--- config.mk ---
export PLATFORM = sky130hd
export DESIGN_NAME = cbrt_calc_flat
export DESIGN_NICKNAME = d
export VERILOG_FILES = /design/src/rtl/cbrt_calc_if.sv /design/src/rtl/cbrt_calc.sv /design/src/flat_wrapper.sv
export SDC_FILE = /design/constraint.sdc
export NUM_CORES = 1
export LEC_CHECK = 0
export ABC_CLOCK_PERIOD_IN_PS = 5200
export CORE_AREA = 2 2 109 111
export DETAILED_ROUTE_END_ITERATION = 7
export DIE_AREA = 0 0 111 113
export SYNTH_ARGS = -nofsm -noshare
export SYNTH_HDL_FRONTEND = slang
export SYNTH_HIERARCHICAL = 1
export SYNTH_SLANG_ARGS = --single-unit
--- constraint.sdc ---
create_clock -name clk -period 5.2 [get_ports clk]
set_input_delay 1.04 -clock clk [delete_from_list [all_inputs] [get_ports clk]]
set_output_delay 1.04 -clock clk [all_outputs]
set_load 0.01 [all_outputs]
--- src/rtl/cbrt_calc_if.sv ---
// Request/response bundle for the cube-root unit: start + operand in, root + busy out.
// No backpressure beyond busy; a start that arrives while busy is dropped.
interface cbrt_calc_if;
    logic       start;
    logic [7:0] x_i;
    logic [2:0] result;
    logic       busy;

    modport master (output start, output x_i, input result, input busy);
    modport slave  (input start, input x_i, output result, output busy);
endinterface

--- src/rtl/cbrt_calc.sv ---
// Bit-serial 8-bit floor cube root over one shared 16-bit adder; 38 cycles worst case.
// Requests are accepted only in IDLE; start while busy is ignored and never queued.
module sum (
    input  logic [15:0] a,
    input  logic [15:0] b,
    output logic [15:0] result
);
    assign result = a + b;
endmodule

module cbrt_calc (
    input  logic        clk,
    input  logic        rst,
    cbrt_calc_if.slave  io
);
    typedef enum logic [3:0] {
        IDLE, INIT, DOUBLE, MUL, TRIPLE1, TRIPLE2, PLUS1,
        CMP, SUB1, SUB2, NEXT, DONE
    } state_t;

    state_t      state, state_nxt;
    logic [15:0] x_rem, acc, bval, b_shift;
    logic [15:0] add_a, add_b, add_res;
    logic [2:0]  y, s, root;
    logic [7:0]  mul_oh;
    logic        ge;

    sum u_sum (.a(add_a), .b(add_b), .result(add_res));

    assign b_shift   = bval << s;
    assign ge        = (x_rem >= b_shift);
    assign io.result = root;
    assign io.busy   = (state != IDLE);

    always_ff @(posedge clk or negedge rst) begin
        if (!rst) state <= IDLE;
        else      state <= state_nxt;
    end

    always_comb begin
        state_nxt = state;
        add_a     = 16'd0;
        add_b     = 16'd0;
        case (state)
            IDLE:    if (io.start) state_nxt = INIT;
            INIT:    state_nxt = DOUBLE;
            DOUBLE: begin
                add_a     = {13'd0, y};
                add_b     = {13'd0, y};
                state_nxt = MUL;
            end
            // mul_oh marks how many adds have been issued; stop after y+1 of them
            MUL: begin
                add_a = acc;
                add_b = {13'd0, y};
                if (mul_oh[y]) state_nxt = TRIPLE1;
            end
            TRIPLE1: begin
                add_a     = acc;
                add_b     = acc;
                state_nxt = TRIPLE2;
            end
            TRIPLE2: begin
                add_a     = bval;
                add_b     = acc;
                state_nxt = PLUS1;
            end
            PLUS1: begin
                add_a     = bval;
                add_b     = 16'd1;
                state_nxt = CMP;
            end
            CMP:     state_nxt = ge ? SUB1 : NEXT;
            SUB1: begin
                add_a     = x_rem;
                add_b     = ~b_shift;
                state_nxt = SUB2;
            end
            SUB2: begin
                add_a     = x_rem;
                add_b     = 16'd1;
                state_nxt = NEXT;
            end
            NEXT:    state_nxt = (s == 3'd0) ? DONE : DOUBLE;
            DONE:    state_nxt = IDLE;
            default: state_nxt = IDLE;
        endcase
    end

    always_ff @(posedge clk or negedge rst) begin
        if (!rst) begin
            x_rem  <= 16'd0;
            acc    <= 16'd0;
            bval   <= 16'd0;
            y      <= 3'd0;
            s      <= 3'd0;
            root   <= 3'd0;
            mul_oh <= 8'd0;
        end else begin
            case (state)
                IDLE:    if (io.start) x_rem <= {8'd0, io.x_i};
                INIT: begin
                    y <= 3'd0;
                    s <= 3'd6;
                end
                DOUBLE: begin
                    y      <= add_res[2:0];
                    acc    <= 16'd0;
                    mul_oh <= 8'd1;
                end
                MUL: begin
                    acc    <= add_res;
                    mul_oh <= mul_oh << 1;
                end
                TRIPLE1, TRIPLE2, PLUS1: bval <= add_res;
                SUB1:    x_rem <= add_res;
                // y was just doubled so it is even: y+1 is setting bit 0
                SUB2: begin
                    x_rem <= add_res;
                    y     <= y | 3'd1;
                end
                NEXT:    if (s != 3'd0) s <= (s == 3'd6) ? 3'd3 : 3'd0;
                DONE:    root <= y;
                default: ;
            endcase
        end
    end
endmodule

--- src/flat_wrapper.sv ---
// flat-port wrapper written by rule: the top's interface ports become plain ports
module cbrt_calc_flat 
  (clk, rst, io_start, io_x_i, io_result, io_busy);
  cbrt_calc_if io_i ();
  input  logic clk;
  input  logic rst;
  input wire logic [$bits(io_i.start)-1:0] io_start;
  input wire logic [$bits(io_i.x_i)-1:0] io_x_i;
  output wire logic [$bits(io_i.result)-1:0] io_result;
  output wire logic [$bits(io_i.busy)-1:0] io_busy;
  assign io_i.start = io_start;
  assign io_i.x_i = io_x_i;
  assign io_result = io_i.result;
  assign io_busy = io_i.busy;
  cbrt_calc u_core (.clk(clk), .rst(rst), .io(io_i));
endmodule
==> summary.txt <==
Detailed routing
  • WL final: around 13 mm
  • DRC: 0
  • 1st-iter DRT viols: around 420
  • Avg WL per Cell: around 21 um
  • DR vias: ~3900
  • DR pass1 iterations: 5
  • Final ANT Viol Nets: 0
  • Vias per std cell: roughly 6.3

Final layout
  • NumNets Final: about 520
  • Fillcell total: 1020
  • Fraction of layout cells with a size suffix above 1: between 10% and 20%
  • Register Area: 1730 sq um
  • Multi-input gate area: between 3000 and 4000 sq um
  • Layout overhead on the synthesized area: 9.25%
  • ANT cells: 0
  • Final core occ: about 50%

STA
  • # setup viols final: 0
  • Final period util: approximately three quarters
  • Hold Vio Cnt, Final: 0
  • Slew @ Worst Pin: between 1 and 1.5 ns
  • FMAX: about 0.26 GHz
  • Max-slew headroom: ~18%
  • Unrepaired setup endpoints after global routing: no
  • Final Skew: just over 0.006 ns
  • Slew Viols, Final: 0
  • Final setup TNS: 0 ns
  • Minimum clock period: roughly 3.9 ns
  • Fin Hold WS: just under 0.5 ns

Worst setup path
  • Worst Path Arrival: 4.09 ns
  • Critical path launch point type: flip-flop
  • Critical Path Most Common Cell: nor3_2
  • Slowest stage delay, CP: about 0.72 ns
  • Top delay family on crit path: compound AO/OA/AOI/OAI gates
  • Crit Path Class: flip-flop to flip-flop
  • Critical-path cell list: nand2_2, or2_2, a21oi_4, a221o_1, ha_1, a211oi_2, nor3_2, o211ai_2, nor4b_2, nor3_2, mux2_2
  • Bufs and invs on worst path: 0
  • Worst-path maximum fanout: 19
  • Slowest CP cell: dfrtp_1
  • Kind of end point of the critical path: flip-flop
  • Critical path required time: between 5 and 6 ns

Synthesis
  • Mapped Area: ~5000 sq um
  • Yosys top cell by area: dfrtp_1
  • Ys Warns: 6
  • Yosys reg bits: 69
  • Synth cell types: 63
  • Number of enable flip-flop cells after synthesis: 0
  • Top-count cell post-synth: dfrtp_1
  • Register area share after synthesis: roughly a third
  • Avg Cell Area, Syn: roughly 10 sq um
  • Post-synth ARST share: between 90% and 100%
  • Post-Syn Instances: about 480
  • Yosys top cell area share: 34.3%
  • Most used flip-flop cell after synthesis: dfrtp_1
  • Mapped Nets: approximately 530
  • Commonest cells in the synthesized netlist: dfrtp_1, a22o_1, ha_1, nand2_1, a21oi_1
  • Synth top area cells: dfrtp_1, a22o_1, ha_1

Floorplan
  • I/O pin count: 15
  • Initial core utilization: 44.7%
  • Die area: between 10000 and 15000 sq um
  • Cell row count: 39
  • Overall die width: about 110 um
  • Die H: ~110 um
  • Core area: roughly 11000 sq um

Power
  • Clock share of power: 19.4%
  • Switching portion of total power: 44.3%
  • Seq pwr share: between 30 and 40%
  • Leak: between 2 and 3 nW
  • Power Dens Cells: about 540 nW/um^2
  • VDD IR-drop max: 0.349 mV
  • P_int: between 1.5 and 2 mW
  • Comb power frac: between 40% and 50%
  • Sw power: 1.31 mW

Clock tree
  • Clock root buffer: clkbuf_16
  • TritonCTS Buffers: 9
  • H-Tree Depth: 3
  • Post-CTS resize count: 0
  • TritonCTS clock tree: built
  • Post-CTS Hold Fix Bufs: 0
  • Clock latency at the later pin of the worst-skew pair: ~0.34 ns
  • Post-CTS repair timing setup buffer count: 0
  • Clock buffer depth: 2
  • Worst-path clk slew: about 0.05 ns
  • TritonCTS sink count: between 60 and 70

Global route
  • Vias in the first global route: ~3800
  • Total Routing Usage GR: between 20% and 30%
  • Congestion Overflow GR: 0
  • Largest net degree at the start of global routing: 39
  • Antenna violations before repair: 0
  • First-pass GRT wire length: ~21 mm

Outcome
  • Status: complete, no violations

Placement
  • Port bufs: 14
  • Hpwl dp: approximately 9 mm
  • Routability Congestion: roughly 0.86

Flow run
  • Max Cap Viol: 0

Worst hold path
  • Hold Path Class: flip-flop to flip-flop
-- final cells by class --
cell class	instances	area share, %
Tap cell	143	3.25
Timing Repair Buffer	23	3.69
Inverter	19	1.30
Clock inverter	3	0.364
Multi-Input combinational cell	358	55.3
Sequential cell	69	31.4
Clock buffer	13	4.73
-- cells by family (layout without fill, tap and decap cells) --
| kind of cell | count (synthesis) | count (layout) | synth area share, % |
|---|---|---|---|
| adders and majority gates | 32 | 32 | 8.10 |
| xor gates and xnor gates | 14 | 14 | 2.44 |
| AOI/OAI and AO/OA | 155 | 155 | 23.3 |
| muxes | 57 | 57 | 15.9 |
| DFF | 69 | 69 | 34.3 |
| buffers and inverters | 55 | 58 | 5.39 |
| and+or+nand+nor | 100 | 100 | 10.6 |
-- worst paths after layout --
| kind | slack, ns | from | end | cells past startpoint |
|---|---|---|---|---|
| max in group asynchronous | 3.46 | rst | u_core/x_rem[12] | 2 |
| worst min register to register | 0.49 | u_core/io.result[0] | u_core/io.result[0] | 2 |
| worst min-delay path | 0.49 | u_core/io.result[0] | u_core/io.result[0] | 2 |
| worst max-delay path | 1.33 | u_core/state[0] | u_core/bval[13] | 11 |
| worst max register to register | 1.33 | u_core/state[0] | u_core/bval[13] | 11 |
| min in group asynchronous | 0.76 | rst | u_core/x_rem[0] | 1 |
-- power groups by stage --
stage / clock network [mW] / registers [mW] / logic [mW]
after floorplan: 0 / 0.806 / 1.15
after global placement: 0 / 0.977 / 1.37
after detailed placement: 0 / 0.980 / 1.38
after CTS: 0.587 / 0.971 / 1.39
after global routing: 0.612 / 1.01 / 1.54
final: 0.572 / 0.977 / 1.40
-- routing by layer --
metal  global-route usage (%)  up-vias  share of wire, %
met4                     9.58        0               2.3
met5                        0        -                 0
met1                     30.1     1916                46
met3                     4.61       23               6.4
met2                     31.8      130                45
li1                         -     1858                 -
-- tightest hold or removal path: cells and delay by family (launching register included) --
kind / cells / cell delay, ns
and+or+nand+nor: 1 / 0.05
DFF: 1 / 0.34
AOI/OAI and AO/OA: 1 / 0.06
-- sequential cells by signal, indices dropped and copies added, names as in the netlist --
name and count:
u_core/mul_oh 8, u_core/acc 16, u_core/y 3, u_core/x_rem 16
u_core/bval 16, u_core/s 3, u_core/io.result 3, u_core/state 4
-- per-stage QoR --
step | power (mW) | instance area (sq um) | setup WS [ns] | cells
after CTS | 2.95 | 5500 | 1.40 | 628
after floorplan | 1.96 | 5030 | 2.12 | 482
after detailed placement | 2.36 | 5220 | 1.41 | 612
after global placement | 2.35 | 5220 | 1.49 | 612
after global routing | 3.16 | 5500 | 1.09 | 628
final | 2.95 | 5500 | 1.33 | 628
-- cell usage in the layout (no fill, tap or decap), types with 17 or more instances in the layout --
| cell type | Yosys | layout |
|---|---|---|
| a21oi_1 | 25 | 25 |
| a22o_1 | 46 | 46 |
| dfrtp_1 | 69 | 69 |
| ha_1 | 31 | 31 |
| inv_1 | 19 | 19 |
| mux2_2 | 18 | 18 |
| mux2i_1 | 24 | 24 |
| nand2_1 | 31 | 31 |
| nor2_1 | 17 | 17 |
| o21ai_0 | 21 | 21 |
Power figures use the tool's default switching activity.
==> variant 1: new RTL, same flow settings <==
Make the reset (`rst`) synchronous in 2 clocked blocks.
--- a/src/rtl/cbrt_calc.sv
+++ b/src/rtl/cbrt_calc.sv
@@ -33,5 +33,5 @@
     assign io.busy   = (state != IDLE);
 
-    always_ff @(posedge clk or negedge rst) begin
+    always_ff @(posedge clk) begin
         if (!rst) state <= IDLE;
         else      state <= state_nxt;
@@ -88,5 +88,5 @@
     end
 
-    always_ff @(posedge clk or negedge rst) begin
+    always_ff @(posedge clk) begin
         if (!rst) begin
             x_rem  <= 16'd0;
Check against the original RTL: differs if rst is asserted again (counterexample within 4 cycles, from zero or initial values and one cycle with rst low); with rst held inactive, the same outputs for 10 cycles.
==> variant 1 against the unedited design <==
First-iteration DRC count is 14% lower; fmax is 5.2% lower; worst setup slack worse by 0.21 ns; area after synthesis is 0.40% higher; via count is 12% higher; critical endpoint is now u_core/x_rem[14]$_SDFFE_PN0P_; wire length is 7.5% higher; sequential cell count stayed put; design area is 0.52% lower; sequential share of layout area is 6.1 points lower; die area stayed put; highest routed layer unchanged.
Power is not compared: it rests on default switching activity, and its combinational part moved more than twofold at a synthesized area within 25%.
==> variant 1: results (changes against the unedited design) <==
stage	metric	value	unit	change
worst_setup_path	cp_top_family	simple AND/OR/NAND/NOR gates		was compound AO/OA/AOI/OAI gates
cells_and_area	finalNetCount	602		was 523
synth	synth_cell_type_count	74		was 63
worst_setup_path	cpPeakStageDelay	0.69	ns	was 0.72 ns
placed_design	gp_congestion	0.8749		was 0.8601
synth	synth_xor_xnor_area_share	2.426	%	was 2.436%
cells_and_area	nFillCells	1079		was 1020
detailed_routing	routedWlPerCell	19.77	microns	was 20.70 microns
grt	grt_use_met1	31.93	%	was 30.15%
synth	synthTopCellsByCount	dfxtp_1 (69), nand2_1 (63), nor2b_1 (43)		was dfrtp_1 (69), a22o_1 (46), ha_1 (31), nand2_1 (31), a21oi_1 (25)
synth	synthArstFlopShare	0	%	was 100.0%
grt	grtUsageMet2	36.24	%	was 31.78%
timing	skew	0.007008	ns	was 0.006135 ns
grt	grt.total_usage	23.23	%	was 21.39%
detailed_routing	dr_wl_met3	916	microns	was 833 microns
detailed_routing	via_count	4413		was 3927
worst_setup_path	r2r_cells	14		was 11
synth	synth-compound-area-share	26.02	%	was 23.29%
worst_hold_path	min_from	u_core/bval[15]$_SDFFE_PN0P_		was u_core/io.result[0]$_DFFE_PN0N_
detailed_routing	routed-wl-met2	6.334	mm	was 5.846 mm
grt	grt_pass1_wl	23.07	mm	was 20.98 mm
status	outcome	finished clean		unchanged
detailed_routing	drt-total-wl	13.98	mm	was 13.00 mm
placed_design	placed_cells	691		was 612
grt	met3_usage	3.535	%	was 4.606%
worst_setup_path	reg2reg_slack	1.12	ns	was 1.33 ns
timing	slew_headroom	27.81	%	was 17.84%
synth	syn_avg_cell_area	8.835	sq um	was 10.44 sq um
synth	yosys-top-cells-area	dfxtp_1 (27%), mux2i_1 (8.3%), ha_1 (7.7%)		was dfrtp_1 (34%), a22o_1 (8.0%), ha_1 (7.7%)
[variant 1: layout make-up]
type | count | share of cell area, %
tap | 143 | 3.271
multi-input combinational | 439 | 61.02
clock buffer | 13 | 4.941
timing repair buffer | 21 | 3.431
clock inverter | 3 | 0.7777
sequential | 69 | 25.25
inverter | 19 | 1.304
[variant 1: report_power, final]
part,switching (mW),leakage (nW),internal (mW)
Combinational,0.285,1.46,0.170
Sequential,0.0737,0.559,0.564
Clock,0.230,0.152,0.410
Total,0.589,2.17,1.14
[variant 1: stage by stage]
step	cell area (sq um)	worst slack, ns	hold WS [ns]
floorplan	5054	2.124	0.4470
global placement	5157	1.375	0.4700
detailed placement	5157	1.248	0.4676
CTS	5470	1.212	0.4753
global route	5470	0.8149	0.5303
finish	5470	1.120	0.4758
[variant 1: worst min-delay path: cells and delay by family, from the launching register on]
| family | cells | cell delay, ns |
|---|---|---|
| flops | 1 | 0.32 |
| simple gates | 1 | 0.06 |
| compound gates | 1 | 0.05 |
==> variant 2: new RTL, config.mk and constraints unchanged <==
Without the edit above. Encoding of `state_t`: now Gray code (4 bits for 12 states).
--- a/src/rtl/cbrt_calc.sv
+++ b/src/rtl/cbrt_calc.sv
@@ -15,6 +15,6 @@
 );
     typedef enum logic [3:0] {
-        IDLE, INIT, DOUBLE, MUL, TRIPLE1, TRIPLE2, PLUS1,
-        CMP, SUB1, SUB2, NEXT, DONE
+        IDLE = 4'b0000, INIT = 4'b0001, DOUBLE = 4'b0011, MUL = 4'b0010, TRIPLE1 = 4'b0110, TRIPLE2 = 4'b0111, PLUS1 = 4'b0101,
+        CMP = 4'b0100, SUB1 = 4'b1100, SUB2 = 4'b1101, NEXT = 4'b1111, DONE = 4'b1110
     } state_t;
 
Behaviour: no difference found for any inputs over 10 cycles, from zero or initial values and one cycle with rst low; not proved beyond that.
==> variant 2 against the unedited design <==
Non-clock buffer count shrank 3; sequential cell count is the same; wire length grew 3.6%; first-iteration DRC count shrank 31%; worst setup slack lost 0.19 ns; power grew 3.1%; worst hold slack gained 0.012 ns; critical path depth is the same; core utilization shrank 0.078 points; area after synthesis shrank 0.94%; design area shrank 0.16%; highest routed layer unchanged.
==> variant 2: results (changes against the unedited design) <==
stage	metric	value	unit	change
worst_setup_path	reg2reg_slack	1.15	ns	was 1.33 ns
synth	synth_cells	514		was 482
placed_design	post_dp_cell_area	5164	sq um	was 5219 sq um
synth	yosys-top-cells-area	dfrtp_1 (35%), ha_1 (7.8%), a22o_1 (7.7%)		was dfrtp_1 (34%), a22o_1 (8.0%), ha_1 (7.7%)
grt	grt.total_usage	22.38	%	was 21.39%
synth	synth_xor_xnor_area_share	2.284	%	was 2.436%
timing	skew	0.004714	ns	was 0.006135 ns
worst_setup_path	r2r_cells	11		unchanged
cells_and_area	drive_above_1_share	12.48	%	was 15.05%
synth	synthArstFlopShare	100.0	%	unchanged
synth	yosysWarnings	6		unchanged
cells_and_area	finalNetCount	551		was 523
worst_setup_path	arrival	4.28	ns	was 4.09 ns
synth	yosysSeqAreaShare	34.63	%	was 34.30%
placed_design	placed_cells	640		was 612
worst_setup_path	endpoint	u_core/bval[12]$_DFFE_PN0P_		was u_core/bval[13]$_DFFE_PN0P_
synth	synth-compound-area-share	23.24	%	was 23.29%
synth	synth_mux_area_share	13.58	%	was 15.88%
power	peakVddDrop	0.0002606	V	was 0.0003488 V
placed_design	dp_slack	1.231	ns	was 1.410 ns
synth	synthTopCellsByCount	dfrtp_1 (69), nand2_1 (66), a22o_1 (44)		was dfrtp_1 (69), a22o_1 (46), ha_1 (31), nand2_1 (31), a21oi_1 (25)
detailed_routing	vias_per_cell	6.268		was 6.253
cells_and_area	reg_top3	u_core/acc x16, u_core/bval x16, u_core/x_rem x16		unchanged
clocking	cts_buffers	9		unchanged
power	power_switching_share	43.19	%	was 44.31%
synth	synthAdderAreaFrac	8.181	%	was 8.103%
grt	grt_pass1_wl	21.84	mm	was 20.98 mm
placed_design	place.detailed.hpwl	9.181	mm	was 9.054 mm
grt	grt_max_degree	37		was 39
placed_design	gp_congestion	0.8610		was 0.8601
power	clock_power	0.680	mW	was 0.572 mW
detailed_routing	first_pass_iters	4		was 5
worst_setup_path	critPathLaunch	u_core/state[1]$_DFFE_PN0P_		was u_core/state[0]$_DFFE_PN0P_
synth	synth_nets	557		was 525
detailed_routing	via_count	4112		was 3927
worst_hold_path	min_from	u_core/io.result[2]$_DFFE_PN0N_		was u_core/io.result[0]$_DFFE_PN0N_
worst_hold_path	whs_path_depth	1		was 2
status	outcome	finished clean		unchanged
detailed_routing	routedWlPerCell	20.53	microns	was 20.70 microns
detailed_routing	drt_iter0_drc	286		was 415
power	p_leak	2.493	nW	was 2.592 nW
worst_setup_path	worstPathMaxFanout	23		was 19
timing	worst_pin_slew	1.142	ns	was 1.232 ns
timing	period_share	77.91	%	was 74.34%
worst_hold_path	holdPathEnd	u_core/io.result[2]$_DFFE_PN0N_		was u_core/io.result[0]$_DFFE_PN0N_
synth	synth_cell_type_count	59		was 63
timing	finalHoldWorstSlack	0.5041	ns	was 0.4917 ns
power	switching_power	1.313	mW	was 1.306 mW
variant 2: changes by cell type after synthesis, sizes merged, moves of 8 or more:
cell / change
inv: -14
nand2: +34
mux4: -8
a22oi: +19
a222oi: -14
mux2i: +9
variant 2: area by class of cell:
cell class | instances | area (sq um)
Timing Repair Buffer | 20 | 192.7
Clock inverter | 4 | 70.07
Tap cell | 143 | 178.9
Multi-Input combinational cell | 403 | 3047
Fill cell | 1083 | 5782
Sequential cell | 69 | 1727
Clock buffer | 12 | 256.5
Inverter | 5 | 18.77
variant 2: per-layer routing:
metal	up-vias	global-route usage, %	routed length, microns
met4	0	11.00	357
met2	102	33.95	6051
met1	2065	31.17	6522
li1	1926	-	-
met3	19	3.749	536
met5	-	0	0
variant 2: critical path: stages (launching register included):
cell	delay (ns)
dfrtp_1	0.80
nand2b_1	0.16
nor2_1	0.88
a22oi_1	0.21
nand2_1	0.12
ha_1	0.31
a211o_1	0.28
a31oi_1	0.33
o21ba_2	0.27
o21ai_1	0.11
xor2_1	0.18
mux2_2	0.28
